`src/rtl/mem_stage_lsu.sv`:
```
// Memory-access pipeline stage: passes ALU/JAL results through and runs loads/stores
// on a req/ack data port with lane alignment, extension, misalignment check and timeout.
module mem_stage_lsu #(
  parameter int unsigned XLEN    = 32,
  parameter int unsigned TIMEOUT = 15,
  parameter int unsigned TO_W    = 8
) (
  input  logic            clk,
  input  logic            rst,
  input  logic            valid_in,
  input  logic            flush,
  input  logic            halt,
  input  logic [XLEN-1:0] pc_in,
  input  logic [XLEN-1:0] instr_in,
  input  logic [XLEN-1:0] alu_in,
  input  logic [XLEN-1:0] rs2_in,
  output logic            dmem_req,
  output logic            dmem_we,
  output logic [XLEN-1:0] dmem_addr,
  output logic [3:0]      dmem_be,
  output logic [XLEN-1:0] dmem_wdata,
  input  logic            dmem_ack,
  input  logic [XLEN-1:0] dmem_rdata,
  output logic            stall_out,
  output logic            wb_valid,
  output logic            wb_rd_we,
  output logic [XLEN-1:0] wb_data,
  output logic [XLEN-1:0] wb_instr,
  output logic            misalign_exc,
  output logic            bus_err
);

  localparam logic [6:0] OPC_LOAD   = 7'b0000011;
  localparam logic [6:0] OPC_STORE  = 7'b0100011;
  localparam logic [6:0] OPC_OP     = 7'b0110011;
  localparam logic [6:0] OPC_OP_IMM = 7'b0010011;
  localparam logic [6:0] OPC_LUI    = 7'b0110111;
  localparam logic [6:0] OPC_AUIPC  = 7'b0010111;
  localparam logic [6:0] OPC_JAL    = 7'b1101111;
  localparam logic [6:0] OPC_JALR   = 7'b1100111;

  typedef enum logic {S_IDLE, S_WAIT} state_t;

  state_t          state;
  logic [TO_W-1:0] cnt;
  logic [1:0]      a_q;
  logic [2:0]      f3_q;
  logic [XLEN-1:0] instr_q;

  logic [6:0]      opcode;
  logic [2:0]      f3;
  logic [1:0]      a;
  logic            is_ls;
  logic            size_half;
  logic            size_word;
  logic            misal;
  logic            accept;
  logic [3:0]      be_c;
  logic [XLEN-1:0] wdata_c;
  logic [XLEN-1:0] lane;
  logic [XLEN-1:0] load_c;
  logic [TO_W-1:0] cnt_nxt;

  // Decode of the instruction presented this cycle
  always_comb begin
    opcode    = instr_in[6:0];
    f3        = instr_in[14:12];
    a         = alu_in[1:0];
    is_ls     = (opcode == OPC_LOAD) || (opcode == OPC_STORE);
    size_half = (f3[1:0] == 2'b01);
    size_word = f3[1];
    misal     = (size_half & a[0]) | (size_word & (a != 2'b00));
    accept    = valid_in & ~flush & ~halt & (state == S_IDLE);
    cnt_nxt   = TO_W'(cnt + 1'b1);
    if (size_word) begin
      be_c    = 4'b1111;
      wdata_c = rs2_in;
    end else if (size_half) begin
      be_c    = 4'b0011 << a;
      wdata_c = XLEN'({2{rs2_in[15:0]}});
    end else begin
      be_c    = 4'b0001 << a;
      wdata_c = XLEN'({4{rs2_in[7:0]}});
    end
  end

  // Load lane extraction and extension from the access latched on entry to WAIT
  always_comb begin
    lane = dmem_rdata >> {a_q, 3'b000};
    case (f3_q)
      3'b000:  load_c = {{(XLEN-8){lane[7]}}, lane[7:0]};
      3'b001:  load_c = {{(XLEN-16){lane[15]}}, lane[15:0]};
      3'b100:  load_c = {{(XLEN-8){1'b0}}, lane[7:0]};
      3'b101:  load_c = {{(XLEN-16){1'b0}}, lane[15:0]};
      default: load_c = lane;
    endcase
  end

  // Held in reset so a reset during WAIT releases upstream immediately
  assign stall_out = ~rst & ((state == S_WAIT) | (accept & is_ls & ~misal));

  always_ff @(posedge clk or posedge rst) begin
    if (rst) begin
      state        <= S_IDLE;
      cnt          <= '0;
      a_q          <= '0;
      f3_q         <= '0;
      instr_q      <= '0;
      dmem_req     <= 1'b0;
      dmem_we      <= 1'b0;
      dmem_addr    <= '0;
      dmem_be      <= '0;
      dmem_wdata   <= '0;
      wb_valid     <= 1'b0;
      wb_rd_we     <= 1'b0;
      wb_data      <= '0;
      wb_instr     <= '0;
      misalign_exc <= 1'b0;
      bus_err      <= 1'b0;
    end else begin
      wb_valid     <= 1'b0;
      wb_rd_we     <= 1'b0;
      wb_data      <= '0;
      wb_instr     <= '0;
      misalign_exc <= 1'b0;
      bus_err      <= 1'b0;
      if (state == S_IDLE) begin
        if (accept) begin
          case (opcode)
            OPC_LOAD, OPC_STORE: begin
              if (misal) begin
                misalign_exc <= 1'b1;
              end else begin
                state      <= S_WAIT;
                cnt        <= '0;
                a_q        <= a;
                f3_q       <= f3;
                instr_q    <= instr_in;
                dmem_req   <= 1'b1;
                dmem_we    <= (opcode == OPC_STORE);
                dmem_addr  <= {alu_in[XLEN-1:2], 2'b00};
                dmem_be    <= be_c;
                dmem_wdata <= wdata_c;
              end
            end
            OPC_OP, OPC_OP_IMM, OPC_LUI, OPC_AUIPC: begin
              wb_valid <= 1'b1;
              wb_rd_we <= 1'b1;
              wb_data  <= alu_in;
              wb_instr <= instr_in;
            end
            OPC_JAL, OPC_JALR: begin
              wb_valid <= 1'b1;
              wb_rd_we <= 1'b1;
              wb_data  <= pc_in + XLEN'(4);
              wb_instr <= instr_in;
            end
            default: begin
              wb_valid <= 1'b1;
              wb_instr <= instr_in;
            end
          endcase
        end
      end else begin
        // An ack in the timeout cycle still retires normally
        if (dmem_ack || (cnt_nxt == TO_W'(TIMEOUT))) begin
          state      <= S_IDLE;
          cnt        <= '0;
          dmem_req   <= 1'b0;
          dmem_we    <= 1'b0;
          dmem_addr  <= '0;
          dmem_be    <= '0;
          dmem_wdata <= '0;
          if (dmem_ack) begin
            wb_valid <= 1'b1;
            wb_instr <= instr_q;
            wb_rd_we <= ~dmem_we;
            wb_data  <= dmem_we ? '0 : load_c;
          end else begin
            bus_err <= 1'b1;
          end
        end else begin
          cnt <= cnt_nxt;
        end
      end
    end
  end

endmodule
```
`config.mk`:
```
export PLATFORM = sky130hd
export DESIGN_NAME = mem_stage_lsu
export DESIGN_NICKNAME = d
export VERILOG_FILES = /design/src/rtl/mem_stage_lsu.sv
export SDC_FILE = /design/constraint.sdc
export NUM_CORES = 1
export LEC_CHECK = 0
export ABC_AREA = 1
export CORE_ASPECT_RATIO = 1.1
export CORE_UTILIZATION = 51
export CTS_BUF_LIST = sky130_fd_sc_hd__clkbuf_8
export DETAILED_ROUTE_END_ITERATION = 8
export GPL_TIMING_DRIVEN = 0
export PLACE_DENSITY = 0.85
export SLEW_MARGIN = 20
export SYNTH_ARGS = -nofsm -noshare
export SYNTH_HDL_FRONTEND = slang
export SYNTH_SLANG_ARGS = --single-unit
```
`constraint.sdc`:
```
create_clock -name clk -period 11.6 [get_ports clk]
set_input_delay 1.74 -clock clk [delete_from_list [all_inputs] [get_ports clk]]
set_output_delay 1.74 -clock clk [all_outputs]
set_load 0.005 [all_outputs]
```
**Yosys cells after proc, flatten, opt, wreduce, memory -nomap -nowiden**

Index checks and enable logic that the tools add are counted.

- Bits in latches: 0
- Bits of input ports: 166
- Memory bits (writable): 0
- Memories kept: 0
- Word-level logic and storage cells: 131
- Memory bits (read-only): 0
- Bits in registers: 184
- Output and inout port bits: 139

- Multiply operators: 0
- Multiplexer cells: 66
- Shifts and indexed selects: 3
- Div/mod/pow operators: 0
- Eq/ne operators: 15
- Add/sub/neg operators: 2
- Bitwise gates (word level): 16
- Magnitude comparators: 0
- Reductions and logical operators: 13

Operator list:

| operator | count |
|---|---|
| $mux 32 | 21 |
| $pmux 32 s4 | 1 |
| $pmux 32 s2 | 1 |
| $mux 8 | 5 |
| $add 32x3->32 const B | 1 |
| $shr 32x5->32 | 1 |
| $mux 1 | 31 |
| $mux 4 | 7 |
| $eq 7x6->1 const B | 3 |
| $eq 7x5->1 const B | 2 |
| $eq 7x7->1 const B | 2 |
| $add 8x1->8 const B | 1 |
| $and 1x1->1 | 8 |
| $eq 8x4->1 const B | 1 |
| $reduce_and 4->1 | 2 |
| $eq 7x2->1 const B | 1 |
| $eq 3x3->1 const B | 2 |
| $not 1->1 | 6 |
| $reduce_bool 2->1 | 3 |
| $reduce_or 6->1 | 1 |
| $reduce_or 2->1 | 2 |
| $reduce_or 4->1 | 1 |
| $shl 1x2->4 const A | 1 |
| $shl 2x2->4 const A | 1 |
| other kinds (8) | 10 |

**Logic depth before layout (Yosys ltp)**

- Depth after elaboration: 8
- Gate-level depth with buffers: 13
- Gate-level depth less buffers: 11

**Worst setup path after synthesis**

OpenSTA, ideal clock, no wires.

- Kind: input -> output
- From: in instr_in[12]
- To: out stall_out
- Setup slack: 7.183 ns
- Data arrival time: 2.677 ns
- Buffers on the path: 1
- Stages on the path: 8
- Data required time: 9.860 ns
- Cells stage by stage: buf_4 inv_2 nor2_4 a21oi_1 nand2_2 nand2_2 inv_1 nor2_1

- Cells in the longest elaborated chain, start to end: 7

Ends and longest elaborated chain:

| element | line | RTL |
|---|---|---|
| from (decl) | 14 | `input logic [XLEN-1:0] instr_in,` |
| $eq 2x1->1 | 70 | `size_half = (f3[1:0] == 2'b01);` |
| $and 1x1->1 | 72 | `misal = (size_half & a[0]) \| (size_word & (a != 2'b00));` |
| $or 1x1->1 | 72 |  |
| $not 1->1 (no source line) | - |  |
| $and 1x1->1 | 100 | `assign stall_out = ~rst & ((state == S_WAIT) \| (accept & is_ls & ~misal));` |
| $or 1x1->1 | 100 |  |
| $and 1x1->1 | 100 |  |
| to (decl) | 24 | `output logic stall_out,` |

Every way passes these cells.

**Worst setup path after layout**

- From: in instr_in[1]
- To: out stall_out

- Cells in the longest elaborated chain, start to end: 6
- Elaborated cells between the ends (all ways): 7
- Classes of those cells: eq/ne: 2; bitwise: 4; reduce/logical: 1

Ends and longest elaborated chain:

| element | line | RTL |
|---|---|---|
| $eq 7x2->1 / $eq 7x6->1 (equally long branches) | 69 | `is_ls = (opcode == OPC_LOAD) \|\| (opcode == OPC_STORE);` |
| $logic_or 1x1->1 * | 69 |  |
| $and 1x1->1 * (2 in series) | 100 |  |
| $or 1x1->1 * | 100 |  |
| $and 1x1->1 * | 100 |  |

Mark *: on every way between the ends. The rest lies on a longest branch, timed or not.

==> flow_summary.toml <==
[detailed_routing]
postRouteAntennaNets = 0
post-route-drc-count = 0
wl_um = 35100
post_drt_wl_per_cell_um = 19.2
dr.pass1.iters = 8
first_iter_violations = 947
vias = 10000
vias_per_cell = 5.50

[clocking]
cts_buffer_depth = 2
clkTransAtPathRegs_ns = 0.11
h-tree-depth = 4
hold_buffers = 0
cts_resized = 0
cts_made_buffers = 17
cts_tree = "built"
worstSkewPairLatency_ns = 0.49
cts_setup_buffers = 0
cts.sinks = 179
cts_root_buf = "clkbuf_8"

[power]
p_clk_share_pct = 35.2
ir_worst_vdd_uv = 88.6
p_per_area_nw_per_um2 = 100
p_seq_share_pct = 50.1
p_leak_uw = 0.00620
comb_power_share_pct = 14.7
p_int_uw = 902
switchingPower_uw = 390
p_sw_share_pct = 30.2

[timing]
max_slew_margin_pct = 39.1
worst_pin_slew_ns = 0.914
setup_viol_count_final = 0
hold_ws_ns = 0.483
min_period_ns = 5.82
rsz0062_at_grt = "false"
hold_viol_final = 0
report.final.slew_viol_count = 0
timing.final.crit_share_pct = 50.2
tns_ns = 0
clock.fmax_mhz = 172
clock_skew_ns = 0.0122

[die]
die_y_um = 142
dieArea_um2 = 18400
die_x_um = 130
initial_core_util_pct = 52.8
row_count = 50
core_area_um2 = 17300
ios = 305

[synth]
synth-seq-cells = 179
syn-mean-instance-area_um2 = 7.26
yosys_warnings = 0
yosysSeqAreaShare_pct = 49.1
async_flop_share_pct = 100
ys_types = 39
synth_edf_count = 0
ys.flop_type = "dfrtp_1"
synthTopCellsByArea = "dfrtp_1 (49%), nand2_1 (21%), nand3_1 (6.2%)"
syn_area_um2 = 9120
synth_top_area_share_pct = 49.1
synthCells = 1257
synth_largest_area_cell = "dfrtp_1"

[global_route]
grt-ovfl-total = 0
grt_pass1_vias = 10100
antenna_found_initial = 1
grt_max_degree = 74
grt_use_total_pct = 39.2
grt_pass1_wl_um = 53700

[cells_and_area]
n_antenna_cell = 0
fill_cells = 1264
layout-drive-gt1-share_pct = 5.28
syn_to_final_growth_pct = 41.6
layout.nets = 1748

[setup_path]
r2r_slack_ns = 9.06
critical_path_buf_inv_count = 3
crit_family = "simple AND/OR/NAND/NOR gates"
startpoint_type = "input port"
cp_max_fo = 8
worstSetupPathType = "input port to output pin"
cpMaxStageDelayCell = "clkdlybuf4s50_1"
setup.worst_path.end_class = "output pin"
cp.required_ns = 9.86
cpMostUsedCell = "nor2_1"
cp_data_arrival_time_ns = 4.08
slowest_delay_ns = 0.52
cp_cell_sequence = "clkdlybuf4s50_1, nand2_1, nor2_1, nand4_2, nor2_1, nand2_2, nand2_2, inv_1, nor2_1, clkdlybuf4s50_1"

[placed_design]
dp_hpwl_um = 27600
routabilityCongestion = 0.990
portBuffers = 300

[job]
drv_cap = 0

[status]
status = "completed"

[min_path]
min_path_type = "flip-flop to flip-flop"
[layout by cell type (no fill, tap or decap), types with 14 or more instances in the layout]
| cell | n |
|---|---|
| nand2_1 | 514 |
| clkdlybuf4s50_1 | 300 |
| dfrtp_1 | 179 |
| nor2_1 | 133 |
| nand3_1 | 113 |
| o21ai_0 | 100 |
| inv_1 | 73 |
| clkbuf_1 | 40 |
| clkbuf_8 | 17 |
| a21oi_1 | 14 |
[final cells by class]
class / instances / area (µm²) / area share (%)
Clock inverter: 15 / 198 / 1.53
Timing Repair Buffer: 302 / 3060 / 23.7
Sequential cell: 179 / 4480 / 34.7
Clock buffer: 17 / 234 / 1.81
Buffer: 60 / 274 / 2.12
Multi-Input combinational cell: 940 / 4080 / 31.6
Tap cell: 234 / 293 / 2.27
Inverter: 79 / 304 / 2.35
[worst min-delay path: stages (launching register included)]
cell and delay (ns):
dfrtp_1 0.34, inv_1 0.05, nand2_1 0.06
[registers in the layout, summed over array words and instances (netlist names)]
signal	cells
bus_err	1
dmem_req	1
a_q	2
wb_valid	1
dmem_be	4
dmem_addr	30
cnt	8
wb_rd_we	1
dmem_we	1
state	1
wb_data	32
dmem_wdata	32
instr_q	30
wb_instr	32
misalign_exc	1
f3_q	2
[metal layers]
metal / vias to the layer above / track usage (%) / part of all wire, % / routed length, µm
li1: 4602 / - / - / -
met1: 4739 / 47.3 / 38 / 13400
met2: 578 / 66.4 / 49 / 17200
met3: 126 / 8.72 / 8.4 / 2960
met4: 2 / 18.5 / 4.3 / 1510
met5: - / 0 / 0.040 / 14
[cells by family after synthesis]
logic type	after synthesis	share of synthesized area (%)
simple gates	794	35.6
fa+ha+maj	3	0.411
compound gates	130	7.46
mux	7	0.768
other cells	1	0.0411
buf+inv	139	6.25
xor+xnor	4	0.384
flops	179	49.1
[power groups by stage]
stage / registers, µW / logic (µW) / clock network, µW
after floorplan: 659 / 66.3 / 0
after global placement: 659 / 180 / 0
after detailed placement: 659 / 186 / 0
after CTS: 647 / 188 / 457
after global routing: 649 / 205 / 476
final: 647 / 189 / 455
[cells in the mapped netlist (all sizes together), types with 2 or more instances]
| cell type | instances |
|---|---|
| a21oi | 14 |
| a22o | 2 |
| a22oi | 2 |
| buf | 20 |
| clkbuf | 40 |
| dfrtp | 179 |
| ha | 3 |
| inv | 79 |
| mux2i | 7 |
| nand2 | 529 |
| nand3 | 117 |
| nand4 | 4 |
| nor2 | 135 |
| nor3 | 3 |
| o21ai | 101 |
| o22ai | 7 |
| or2 | 3 |
| xnor2 | 3 |
[through the flow]
step           setup slack, ns  std cells  total power [µW]  cell area [µm²]  utilization [%]
2_1_floorplan             5.00       1258               725             9130                -
3_3_place_gp              2.91       1792               839            12400             71.9
3_5_place_dp              5.84       1794               845            12500             72.3
4_1_cts                   5.79       1826              1290            12900             74.8
5_1_grt                   5.62       1826              1330            12900             74.8
6_report                  5.78       1826              1290            12900             74.8
[final timing paths]
kind | startpoint | depth (start not counted) | end
worst max-delay path | instr_in[1] | 10 | stall_out
worst min-delay path | instr_q[1] | 2 | instr_q[1]
worst max register to register | state | 9 | dmem_addr[2]
worst min register to register | instr_q[1] | 2 | instr_q[1]
max in group asynchronous | rst | 4 | dmem_addr[17]
min in group asynchronous | rst | 2 | wb_instr[10]
No activity file was read; power rests on OpenSTA's default activity.
